### config.mk
export PLATFORM = sky130hd
export DESIGN_NAME = toggle_port_responder
export DESIGN_NICKNAME = d
export VERILOG_FILES = /design/src/rtl/toggle_port_responder.sv
export SDC_FILE = /design/constraint.sdc
export NUM_CORES = 1
export LEC_CHECK = 0
export ABC_CLOCK_PERIOD_IN_PS = 5300
export BUFFER_PORTS_ARGS = -buffer_cell sky130_fd_sc_hd__buf_2
export CAP_MARGIN = 20
export CORE_MARGIN = 4
export CORE_UTILIZATION = 25
export CTS_BUF_LIST = sky130_fd_sc_hd__clkbuf_4 sky130_fd_sc_hd__clkbuf_8
export DETAILED_ROUTE_END_ITERATION = 12
export PLACE_DENSITY_LB_ADDON = 0.25
export SKIP_LAST_GASP = 1
export SYNTH_ARGS = -nofsm -noshare
export SYNTH_HDL_FRONTEND = slang
export SYNTH_SLANG_ARGS = --single-unit
export TNS_END_PERCENT = 30
### constraint.sdc
create_clock -name clk -period 5.3 [get_ports clk]
set_input_delay 0.795 -clock clk [delete_from_list [all_inputs] [get_ports clk]]
set_output_delay 0.795 -clock clk [all_outputs]
set_load 0.05 [all_outputs]
### src/rtl/toggle_port_responder.sv
// toggle_port_responder: toggle-handshake front end that arbitrates up to two
// initiators onto a single fixed-latency 16-bit word memory.
// Optional feature macro: TPR_PORT2_EN (port 2 and round-robin arbitration).
module toggle_port_responder #(
    parameter int unsigned ADDR_W  = 23,
    parameter int unsigned MEM_LAT = 2
) (
    input  logic              clk,
    input  logic              init_n,
    input  logic              port1_req,
    output logic              port1_ack,
    input  logic [ADDR_W-1:0] port1_a,
    input  logic [1:0]        port1_ds,
    input  logic              port1_we,
    input  logic [15:0]       port1_d,
    output logic [15:0]       port1_q,
    input  logic              port2_req,
    output logic              port2_ack,
    input  logic [ADDR_W-1:0] port2_a,
    input  logic [1:0]        port2_ds,
    input  logic              port2_we,
    input  logic [15:0]       port2_d,
    output logic [15:0]       port2_q,
    output logic              mem_req,
    input  logic              mem_busy,
    output logic              mem_we,
    output logic [ADDR_W-1:0] mem_a,
    output logic [1:0]        mem_ds,
    output logic [15:0]       mem_d,
    input  logic [15:0]       mem_q
);

    localparam int unsigned CNT_W  = 4;
    localparam int unsigned DATA_W = 16;
    localparam int unsigned DS_W   = 2;

    typedef enum logic [1:0] {
        ST_IDLE  = 2'd0,
        ST_ISSUE = 2'd1,
        ST_WAIT  = 2'd2
    } state_e;

    state_e              state_q, state_d;
    logic [CNT_W-1:0]    cnt_q, cnt_d;
    logic                last_q, last_d;     // 1 = port 2 was served last
    logic                sel_q, sel_d;       // 1 = port 2 owns the request in flight
    logic                we_q, we_d;
    logic [ADDR_W-1:0]   a_q, a_d;
    logic [DS_W-1:0]     ds_q, ds_d;
    logic [DATA_W-1:0]   d_q, d_d;
    logic                p1_ack_q, p1_ack_d;
    logic                p2_ack_q, p2_ack_d;
    logic [DATA_W-1:0]   p1_rd_q, p1_rd_d;
    logic [DATA_W-1:0]   p2_rd_q, p2_rd_d;
    logic                mem_req_q, mem_req_d;

    logic                p1_pend_c;
    logic                p2_pend_c;
    logic                pick2_c;
    logic                sel_we_c;
    logic [ADDR_W-1:0]   sel_a_c;
    logic [DS_W-1:0]     sel_ds_c;
    logic [DATA_W-1:0]   sel_d_c;

    // Pending detection and request selection
    assign p1_pend_c = (port1_req != p1_ack_q);

`ifdef TPR_PORT2_EN
    assign p2_pend_c = (port2_req != p2_ack_q);
    // On a tie, serve whichever port did not go last
    assign pick2_c   = p2_pend_c && (!p1_pend_c || !last_q);
    assign sel_we_c  = pick2_c ? port2_we : port1_we;
    assign sel_a_c   = pick2_c ? port2_a  : port1_a;
    assign sel_ds_c  = pick2_c ? port2_ds : port1_ds;
    assign sel_d_c   = pick2_c ? port2_d  : port1_d;
`else
    logic unused_c;
    assign p2_pend_c = 1'b0;
    assign pick2_c   = 1'b0;
    assign sel_we_c  = port1_we;
    assign sel_a_c   = port1_a;
    assign sel_ds_c  = port1_ds;
    assign sel_d_c   = port1_d;
    // Port 2 is not built; its inputs and the arbitration flag go nowhere
    assign unused_c  = ^{port2_req, port2_a, port2_ds, port2_we, port2_d, last_q};
`endif

    // State register and all registered outputs
    always_ff @(posedge clk or negedge init_n) begin
        if (!init_n) begin
            state_q   <= ST_IDLE;
            cnt_q     <= '0;
            last_q    <= 1'b1;
            sel_q     <= 1'b0;
            we_q      <= 1'b0;
            a_q       <= '0;
            ds_q      <= '0;
            d_q       <= '0;
            p1_ack_q  <= 1'b0;
            p2_ack_q  <= 1'b0;
            p1_rd_q   <= '0;
            p2_rd_q   <= '0;
            mem_req_q <= 1'b0;
        end else begin
            state_q   <= state_d;
            cnt_q     <= cnt_d;
            last_q    <= last_d;
            sel_q     <= sel_d;
            we_q      <= we_d;
            a_q       <= a_d;
            ds_q      <= ds_d;
            d_q       <= d_d;
            p1_ack_q  <= p1_ack_d;
            p2_ack_q  <= p2_ack_d;
            p1_rd_q   <= p1_rd_d;
            p2_rd_q   <= p2_rd_d;
            mem_req_q <= mem_req_d;
        end
    end

    // Next-state: latch on detection, issue until accepted, count out the latency
    always_comb begin
        state_d   = state_q;
        cnt_d     = cnt_q;
        last_d    = last_q;
        sel_d     = sel_q;
        we_d      = we_q;
        a_d       = a_q;
        ds_d      = ds_q;
        d_d       = d_q;
        p1_ack_d  = p1_ack_q;
        p2_ack_d  = p2_ack_q;
        p1_rd_d   = p1_rd_q;
        p2_rd_d   = p2_rd_q;
        mem_req_d = 1'b0;

        case (state_q)
            ST_IDLE: begin
                if (p1_pend_c || p2_pend_c) begin
                    sel_d   = pick2_c;
                    we_d    = sel_we_c;
                    a_d     = sel_a_c;
                    ds_d    = sel_ds_c;
                    d_d     = sel_d_c;
                    state_d = ST_ISSUE;
                end
            end
            ST_ISSUE: begin
                if (!mem_busy) begin
                    cnt_d   = CNT_W'(MEM_LAT - 1);
                    state_d = ST_WAIT;
                end
            end
            ST_WAIT: begin
                if (cnt_q == '0) begin
                    if (sel_q) begin
                        p2_ack_d = ~p2_ack_q;
                        if (!we_q) begin
                            p2_rd_d = mem_q;
                        end
                    end else begin
                        p1_ack_d = ~p1_ack_q;
                        if (!we_q) begin
                            p1_rd_d = mem_q;
                        end
                    end
                    last_d  = sel_q;
                    state_d = ST_IDLE;
                end else begin
                    cnt_d = cnt_q - CNT_W'(1);
                end
            end
            default: begin
                state_d = ST_IDLE;
            end
        endcase

        mem_req_d = (state_d == ST_ISSUE);
    end

    assign port1_ack = p1_ack_q;
    assign port1_q   = p1_rd_q;
    assign port2_ack = p2_ack_q;
    assign port2_q   = p2_rd_q;
    assign mem_req   = mem_req_q;
    assign mem_we    = we_q;
    assign mem_a     = a_q;
    assign mem_ds    = ds_q;
    assign mem_d     = d_q;

endmodule

After elaboration in Yosys (flattened, before gate mapping)
Index checks and enable logic that the tools add are counted.
- bits of input ports: 105
- register bits after elaboration: 66
- reduce and logical (&&, ||, !) cells: 7
- $add $sub $neg: 1
- bitwise logic cells: 2
- equality and inequality tests: 6
- muxes and demuxes: 7
- operators by type and width (operator ; number):
    $mux 4 ; 2
    $pmux 4 s2 ; 1
    $mux 2 ; 3
    $pmux 2 s3 ; 1
    $reduce_and 3->1 ; 2
    $eq 2x1->1 const B ; 2
    $logic_not 4->1 ; 1
    $ne 2x2->1 const B ; 2
    $reduce_and 2->1 ; 2
    $sub 4x1->4 const B ; 1
    $eq 2x2->1 const B ; 1
    $logic_not 2->1 ; 1
    $not 1->1 ; 2
    $reduce_bool 2->1 ; 1
    $ne 1x1->1 ; 1

Logic depth before layout (Yosys ltp)
- depth after elaboration: 4
- depth in mapped cells: 7
- gate-level depth less buffers: 5

Worst setup path before layout
Ideal clock, no wire load.
- path type: in2reg
- start: in port1_req
- end: reg a_q[10], in the netlist mem_a[10]
- data arrival time: 1.976 ns
- stages on the path: 5
- path slack: 3.200 ns
- required time: 5.175 ns
- setup time: 0.125 ns
- cells stage by stage: xnor2_1 > or3_1 > clkbuf_1 > buf_1 > mux2_2
- word-level cells in the longest chain between the ends: 2
- ends and longest elaborated chain (what ; line ; text):
    start, declared ; 10 ; input logic port1_req,
    $ne 1x1->1 ; 66 ; assign p1_pend_c = (port1_req != p1_ack_q);
    $reduce_and 2->1 (no source line) ; - ;
    end signal, assigned ; 96 ; a_q <= '0;
    end signal, assigned ; 110 ; a_q <= a_d;
    end, declared ; 48 ; logic [ADDR_W-1:0] a_q, a_d;
Every way passes these cells.
A chain may end at the register's enable or synchronous reset.

Final worst setup path
- start: reg cnt_q[0]
- end: reg p1_rd_q[14], in the netlist port1_q[14]
- word-level cells in the longest chain between the ends: 2
- ends and longest elaborated chain (what ; line ; text):
    start, declared ; 44 ; logic [CNT_W-1:0] cnt_q, cnt_d;
    start signal, assigned ; 106 ; cnt_q <= cnt_d;
    $logic_not 4->1 ; 155 ; if (cnt_q == '0) begin
    $reduce_and 3->1 (no source line) ; - ;
    end signal, assigned ; 115 ; p1_rd_q <= p1_rd_d;
    end, declared ; 53 ; logic [DATA_W-1:0] p1_rd_q, p1_rd_d;
Every way passes these cells.

==> run summary <==
worst slew pin tran - 0.9909 ns
Reg-to-Reg Start - cnt_q[0]
post-synthesis mux area share - 25.73%
Simple-Gate Fraction of Synth Area - 3.349%
post-synthesis xor/xnor area fraction - 0.6422%
Avg Vias per Cell - 4.045
placed cell area - 0.003392 mm²
Final Hold Viols - 0
post-route minimum period - 2.387 ns
first-pass GRT wire length - 9.722 mm
GR Overflow Total - 0
core area - 0.01046 mm²
drt first pass iters - 2
TritonCTS Sinks - 66
Worst slew margin - 33.94%
Post-DP HPWL - 4.182 mm
row cnt - 37
final setup violation count - 0
port buffer count - 121
R2R depth - 5
H-tree levels - 3
DRT antenna net count - 0
met2 WL - 2.728 mm
Setup CP Type - reg2reg
Met1 Wirelength - 2.360 mm
Critical Path Start Type - flop
period utilization - 45.04%
vias in the first global route - 1,995
Initial Util - 26.07%
post-route setup slack - 2.913 ns
yosys warns - 0
fin area - 0.003596 mm²
Setup WS pre-CTS - 2.828 ns
hold_sp - cnt_q[0]
Fmax achieved - 418.9 MHz
post-CTS setup buffers - 0
RePlAce Congestion - 0.6878
compound-cell area share of the yosys netlist - 1.651%
final max-slew violation count - 0
nets - 411
Syn Inst Count - 179
CP Max Fanout - 16
largest family of logic cells by synthesized area - multiplexers
hold path cells - 1
DR iter-0 viols - 38
total wire length - 5.774 mm
post-synth design cell area - 0.002728 mm²
largest net degree at the start of global routing - 67
Hold Crit Class - reg2reg
commonest non-fill, non-tap cells in the layout - buf_2, dfrtp_1, mux2_2
element type at the critical path end - flop
Mean Syn Cell Area - 15.24 µm²
area of the multi-input gates - 945.9 µm²
Via Count - 1,800
skew final - 0.009468 ns
worst skew pair latency - 0.33 ns
Worst EP arrival - 2.60 ns
Top Metal Used - met4
Seq/Total Area, Yosys - 60.55%
die footprint - 0.01265 mm²
met3 WL post-DR - 610 µm
synth unique cells - 29
Worst-path clk slew - 0.08 ns
status - complete, no violations
most common cell after layout, fill and taps aside - buf_2
DRC Markers - 0
CTS tree - built
Req. time, crit path - 5.51 ns
max-cap viol count - 0
initial antenna violation count - 0
total track usage - 9.527%
ANT cells - 0
CTS buffer count - 9
die height - 112.5 µm
Resized Gates After CTS - 0
flip-flop and latch count after synthesis - 66
setup_tns - 0 ns
drt wl/cell - 12.98 µm
Synth Area in Adders - 0.9174%
hold_buf cts - 0
Clock Path Buffers - 2
# fillers - 1,099
area delta synth->final - 31.83%
RSZ-0062 raised after global routing - no
Clock Tree Root - clkbuf_8
layout cells sized above 1 - 65.05%
register area - 0.001652 mm²
Boundary Pins - 182
die width - 112.5 µm
Setup crit start - cnt_q[0]
cell type report:
cell class | count | share of cell area, %
multi-input cells | 102 | 26.30
flip-flops and latches | 66 | 45.93
well taps | 136 | 4.732
clock inverters | 6 | 1.844
repair buffers | 122 | 17.05
inverters | 3 | 0.3132
clock buffers | 10 | 3.827
registers in the layout (all words and copies together), names as in the netlist:
name       count
cnt_q          4
mem_a         23
mem_d         16
mem_ds         2
mem_req        1
mem_we         1
port1_ack      1
port1_q       16
state_q        2
stage by stage:
stage	util, %	hold WS [ns]	instances
CTS	34.37	0.5033	445
global route	34.37	0.5206	445
detailed placement	32.42	0.4874	429
floorplan	-	0.4640	195
global placement	32.42	0.4830	429
finish	34.37	0.5004	445
per-layer routing:
| layer | vias to the layer above | global-route usage [%] |
|---|---|---|
| met3 | 7 | 4.582 |
| met1 | 882 | 10.86 |
| met2 | 82 | 15.49 |
| met5 | - | 0 |
| li1 | 829 | - |
| met4 | 0 | 3.606 |
kinds of logic (layout without fill, tap and decap cells):
kind of cell,after synthesis,count (layout)
DFF,66,66
muxes,59,59
buffers and inverters,27,141
and+or+nand+nor,15,15
AOI/OAI and AO/OA,7,7
adders and majority gates,2,2
xor gates and xnor gates,2,2
other,1,17
worst paths after layout:
path / slack, ns / to
min: 0.50 / cnt_q[0]
max reg2reg: 2.91 / port1_q[14]
max in group asynchronous: 4.08 / mem_a[0]
min in group asynchronous: 0.63 / port1_q[5]
min reg2reg: 0.50 / cnt_q[0]
max: 2.91 / port1_q[14]
Yosys cell counts (all sizes together):
| cell | number | share of area, % |
|---|---|---|
| dfrtp | 66 | 61 |
| mux2 | 59 | 26 |
| buf | 22 | 6.3 |
| a21oi | 4 | 0.73 |
| inv | 3 | 0.41 |
| a211oi | 2 | 0.55 |
| clkbuf | 2 | 0.28 |
| ha | 2 | 0.92 |
| nand2 | 2 | 0.28 |
| nor2 | 2 | 0.28 |
| or3 | 2 | 0.46 |
| a32o | 1 | 0.37 |
| and2 | 1 | 0.28 |
| conb | 1 | 0.14 |
| nand2b | 1 | 0.23 |
| nand3b | 1 | 0.28 |
| nor2b | 1 | 0.23 |
| nor3 | 1 | 0.18 |
| nor3b | 1 | 0.28 |
| nor4 | 1 | 0.23 |
| or2 | 1 | 0.23 |
| or3b | 1 | 0.41 |
| xnor2 | 1 | 0.32 |
| xor2 | 1 | 0.32 |
worst max-delay path, cell delays in order (launching register included):
cell	delay, ns
dfrtp_1	0.41
inv_1	0.09
ha_1	0.19
or3b_4	0.42
or3_1	0.71
mux2_4	0.43
Power is not shown: default switching activity piles up to over one toggle a cycle in this logic, so the estimate is an artifact.
